===== src/rtl/register_load_debouncer.sv =====
// Synchronise and debounce the load pushbutton, capture the switch word on
// each accepted press and emit a stretched load strobe for a divided-clock register.
module register_load_debouncer #(
  parameter int WIDTH           = 4,
  parameter int DEBOUNCE_CYCLES = 16,
  parameter int STRETCH_CYCLES  = 8
) (
  input  logic             clk,
  input  logic             reset,
  input  logic [WIDTH-1:0] sw_raw,
  input  logic             btn_raw,
  output logic [WIDTH-1:0] data_out,
  output logic             load_out,
  output logic             busy
);

  localparam int CW = $clog2(DEBOUNCE_CYCLES);
  localparam int SW =
    (STRETCH_CYCLES > 1) ? $clog2(STRETCH_CYCLES) : 1;

  localparam logic [CW-1:0] CNT_MAX =
    CW'(DEBOUNCE_CYCLES - 1);
  localparam logic [SW-1:0] STR_INIT =
    SW'(STRETCH_CYCLES - 1);

  typedef enum logic [1:0] {
    IDLE,
    PULSE,
    WAIT_RELEASE
  } state_e;

  logic             btn_meta_q;
  logic             btn_sync_q;
  logic [WIDTH-1:0] sw_meta_q;
  logic [WIDTH-1:0] sw_sync_q;

  always_ff @(posedge clk or negedge reset) begin
    if (!reset) begin
      btn_meta_q <= 1'b0;
      btn_sync_q <= 1'b0;
      sw_meta_q  <= '0;
      sw_sync_q  <= '0;
    end else begin
      btn_meta_q <= btn_raw;
      btn_sync_q <= btn_meta_q;
      sw_meta_q  <= sw_raw;
      sw_sync_q  <= sw_meta_q;
    end
  end

  logic          btn_db_q;
  logic          btn_db_d;
  logic [CW-1:0] cnt_q;
  logic [CW-1:0] cnt_d;

  // any return to the accepted level restarts the count
  always_comb begin
    btn_db_d = btn_db_q;
    cnt_d    = cnt_q;
    if (btn_sync_q == btn_db_q) begin
      cnt_d = '0;
    end else if (cnt_q == CNT_MAX) begin
      btn_db_d = btn_sync_q;
      cnt_d    = '0;
    end else begin
      cnt_d = cnt_q + 1'b1;
    end
  end

  always_ff @(posedge clk or negedge reset) begin
    if (!reset) begin
      btn_db_q <= 1'b0;
      cnt_q    <= '0;
    end else begin
      btn_db_q <= btn_db_d;
      cnt_q    <= cnt_d;
    end
  end

  // registered copy of the debounced level seen by the FSM
  logic btn_lvl_q;

  always_ff @(posedge clk or negedge reset) begin
    if (!reset) begin
      btn_lvl_q <= 1'b0;
    end else begin
      btn_lvl_q <= btn_db_q;
    end
  end

  state_e           state_q;
  logic [SW-1:0]    str_q;
  logic [WIDTH-1:0] data_q;
  logic             load_q;
  logic             busy_q;

  always_ff @(posedge clk or negedge reset) begin
    if (!reset) begin
      state_q <= IDLE;
      str_q   <= '0;
      data_q  <= '0;
      load_q  <= 1'b0;
      busy_q  <= 1'b0;
    end else begin
      unique case (state_q)
        IDLE: begin
          if (btn_lvl_q) begin
            state_q <= PULSE;
            data_q  <= sw_sync_q;
            load_q  <= 1'b1;
            busy_q  <= 1'b1;
            str_q   <= STR_INIT;
          end
        end
        PULSE: begin
          if (str_q == '0) begin
            load_q  <= 1'b0;
            state_q <= WAIT_RELEASE;
          end else begin
            str_q <= str_q - 1'b1;
          end
        end
        WAIT_RELEASE: begin
          if (!btn_lvl_q) begin
            state_q <= IDLE;
            busy_q  <= 1'b0;
          end
        end
        default: begin
          state_q <= IDLE;
          load_q  <= 1'b0;
          busy_q  <= 1'b0;
        end
      endcase
    end
  end

  assign data_out = data_q;
  assign load_out = load_q;
  assign busy     = busy_q;

endmodule


===== config.mk =====
export PLATFORM = sky130hd
export DESIGN_NAME = register_load_debouncer
export DESIGN_NICKNAME = d
export VERILOG_FILES = /design/src/rtl/register_load_debouncer.sv
export SDC_FILE = /design/constraint.sdc
export NUM_CORES = 1
export LEC_CHECK = 0
export CORE_MARGIN = 1.5
export CORE_UTILIZATION = 45
export CTS_CLUSTER_DIAMETER = 120
export DETAILED_ROUTE_END_ITERATION = 10
export HOLD_SLACK_MARGIN = 0.02
export MAX_ROUTING_LAYER = met4
export PLACE_DENSITY = 0.66
export SLEW_MARGIN = 20
export SYNTH_ARGS = -nofsm -noshare
export SYNTH_HDL_FRONTEND = slang
export SYNTH_SLANG_ARGS = --single-unit

===== constraint.sdc =====
create_clock -name clk -period 4.9 [get_ports clk]
set_clock_uncertainty 0.05 [all_clocks]
set_input_delay 0.98 -clock clk [delete_from_list [all_inputs] [get_ports clk]]
set_output_delay 0.98 -clock clk [all_outputs]
set_load 0.05 [all_outputs]

==> run_results.csv <==
group,metric,value,unit
sta,tightestPinTransition,500,ps
cells_and_area,layout_common_cells,"dfrtp_1, clkdlybuf4s50_1, inv_1, mux2_4",
worst_setup_path,cp.required,3870,ps
sta,fmax,398,MHz
placed_design,dp_cells,111,
sta,final.period_utilization,51.3,%
power_and_ir_drop,power.density,287,nW/um^2
floorplan,ios,13,
cells_and_area,nets,98,
worst_setup_path,slowest_stage,"clkdlybuf4s50_1",
worst_setup_path,slowest_delay,800,ps
routing,first_pass_iters,4,
synth,yosysSeqAreaShare,65.5,%
cells_and_area,fillers,174,
cells_and_area,final_common_cell,"dfrtp_1",
power_and_ir_drop,p_leak,0.536,nW
routing,avgViaCountPerCell,4.66,
floorplan,core-area,2190,sq um
cells_and_area,fin_cells,115,
placed_design,place.gp.congestion,0.691,
clocking,insertion_delay,310,ps
cells_and_area,area_delta_synth_final,18.7,%
job,drv_cap,0,
grt,first_global_vias,562,
grt,antenna_found_initial,0,
synth,avgSynthCellArea,14.7,sq um
clocking,clock_sinks,27,
placed_design,io_buffers,12,
worst_setup_path,cp_top_family,"buffers and inverters",
sta,rsz0062_at_grt,"no",
floorplan,die_w,50.9,um
power_and_ir_drop,ir_worst_vdd,183,uV
clocking,cts_made_buffers,3,
synth,syn_nets,80,
floorplan,start_util,47.1,%
floorplan,die-area,2590,sq um
sta,final.setup.tns,0,ps
synth,synth.cell_area,1030,sq um
routing,wl,1250,um
clocking,cts_tree,"done",
clocking,cts_buffer_depth,2,
grt,grt_max_degree,28,
worst_setup_path,cp.arrival,1490,ps
grt,grt_overflow,0,
routing,drc,0,
clocking,cts_resized,0,
routing,antenna_left,0,
worst_setup_path,criticalPathCategory,"flip-flop to output port",
routing,drt_iter0_markers,7,
floorplan,die_y,50.9,um
sta,setup-violations-final,0,
synth,synthCells,70,
floorplan,rows,17,
synth,yosysUniqueCellTypes,24,
sta,hold_violations,0,
sta,worst_slack,2380,ps
synth,synth_top_area_share,65.5,%
sta,slew_violations,0,
placed_design,place_ws,2730,ps
sta,max_slew_margin,66.6,%
grt,grt_pass1_wl,2410,um
hold_path,hold_depth,0,
cells_and_area,fin_area,1220,sq um
cells_and_area,post-route-util,55.9,%
cells_and_area,drive_above_1_share,18.4,%
routing,wl_per_cell,10.9,um
synth,ys_warn_count,0,
clocking,clk_pin_slew,140,ps
placed_design,placed_cell_area,1190,sq um
worst_setup_path,start_kind,"flip-flop",
worst_setup_path,crit_path_end_kind,"output port",
placed_design,hpwlAfterDp,925,um
grt,grtUsageTotal,12.9,%
worst_setup_path,crit_buf_inv,1,
outcome,status,"finished, final reports clean",
synth,yosys-top-cells-area,"dfrtp_1, mux2_4, ha_1",
synth,yosysTopAreaCell,"dfrtp_1",
synth,ys_seq_elements,27,
worst_setup_path,worstPathMaxFanout,2,
clocking,ctsRootBufferMaster,"clkbuf_4",
clocking,postCtsHoldBufs,0,
worst_setup_path,crit_cells,1,
sta,finalWorstPathRequiredPeriod,2520,ps
hold_path,hold_class,"flip-flop to flip-flop",
worst_setup_path,ff2ff_path_depth,6,
routing,vias,536,
clocking,h-tree-depth,1,
clocking,cts_setup_buffers,0,
worst_setup_path,crit_chain,"clkdlybuf4s50_1",
cells_and_area,antennaDiodeCount,0,
sequential cells by signal (all words and copies together), names as in the netlist, 2 cells and up:
register / flops
cnt_q: 4
data_out: 4
sw_meta_q: 4
sw_sync_q: 4
str_q: 3
state_q: 2
logic make-up after synthesis:
| kind of cell | count (synthesis) | share of synthesized area (%) |
|---|---|---|
| buffers and inverters | 6 | 2.18 |
| XOR/XNOR | 2 | 1.70 |
| adder cells (fa/ha/maj) | 4 | 4.73 |
| AND/OR/NAND/NOR | 13 | 8.12 |
| flip-flops | 27 | 65.5 |
| multiplexers | 8 | 10.9 |
| AO/OA/AOI/OAI | 10 | 6.91 |
final timing paths:
path                            slack, ps                     end              startpoint
worst max-delay path                 2380                    busy        busy$_DFFE_PN0P_
worst min-delay path                  310  sw_sync_q[0]$_DFF_PN0_  sw_meta_q[0]$_DFF_PN0_
worst max register to register       3190    str_q[2]$_DFFE_PN0P_    str_q[0]$_DFFE_PN0P_
worst min register to register        310  sw_sync_q[0]$_DFF_PN0_  sw_meta_q[0]$_DFF_PN0_
max in group asynchronous            3600  state_q[0]$_DFFE_PN0P_                   reset
min in group asynchronous             960    str_q[0]$_DFFE_PN0P_                   reset
power by group:
group	total (W)	leakage, nW	internal (W)	switching (W)
Sequential	0.000235	0.351	0.000231	0.00000413
Combinational	0.0000250	0.171	0.0000126	0.0000124
Clock	0.0000918	0.0139	0.0000311	0.0000607
per-stage QoR:
stage | power, W | hold WS (ps)
5_1_grt | 0.000371 | 323
4_1_cts | 0.000357 | 317
2_1_floorplan | 0.000251 | 281
6_report | 0.000351 | 315
3_5_place_dp | 0.000265 | 285
3_3_place_gp | 0.000264 | 281
synthesized netlist by cell type:
library cell and n:
nand3_1 1, nor2_4 1, o21ai_1 2, inv_1 6, o2bb2ai_1 1, mux2_1 1
dfrtp_1 27, mux2_2 1, nand2b_4 1, nor2b_1 2, o21ai_0 2, a21oi_1 2
mux2_4 6, nor2_1 2, nand4b_1 1, nand2b_1 1, xnor2_1 2, a21oi_4 1
nand2_1 3, maj3_2 1, a22oi_1 1, and2b_1 1, ha_1 3, a311oi_1 1
routing by layer:
metal | GRT usage [%] | wire (um) | vias up
met5 | - | 0 | -
met4 | 4.05 | 9 | 0
met3 | 3.51 | 40 | 2
met2 | 19.1 | 566 | 8
met1 | 17.5 | 635 | 257
li1 | - | - | 269
cell type report:
class	count	area, sq um	share of cell area, %
flip-flops and latches	27	676	55.2
multi-input cells	37	334	27.3
repair buffers	13	128	10.4
well taps	28	35.0	2.86
clock buffers	3	22.5	1.84
inverters	6	22.5	1.84
clock inverters	1	7.51	0.613
worst register-to-register path, cell delays in order, from the launching register on:
cell	delay, ps
dfrtp_1	380
inv_1	60
ha_1	190
ha_1	220
nand2b_1	190
a21oi_4	210
mux2_4	320
No activity file was read; power rests on OpenSTA's default activity.
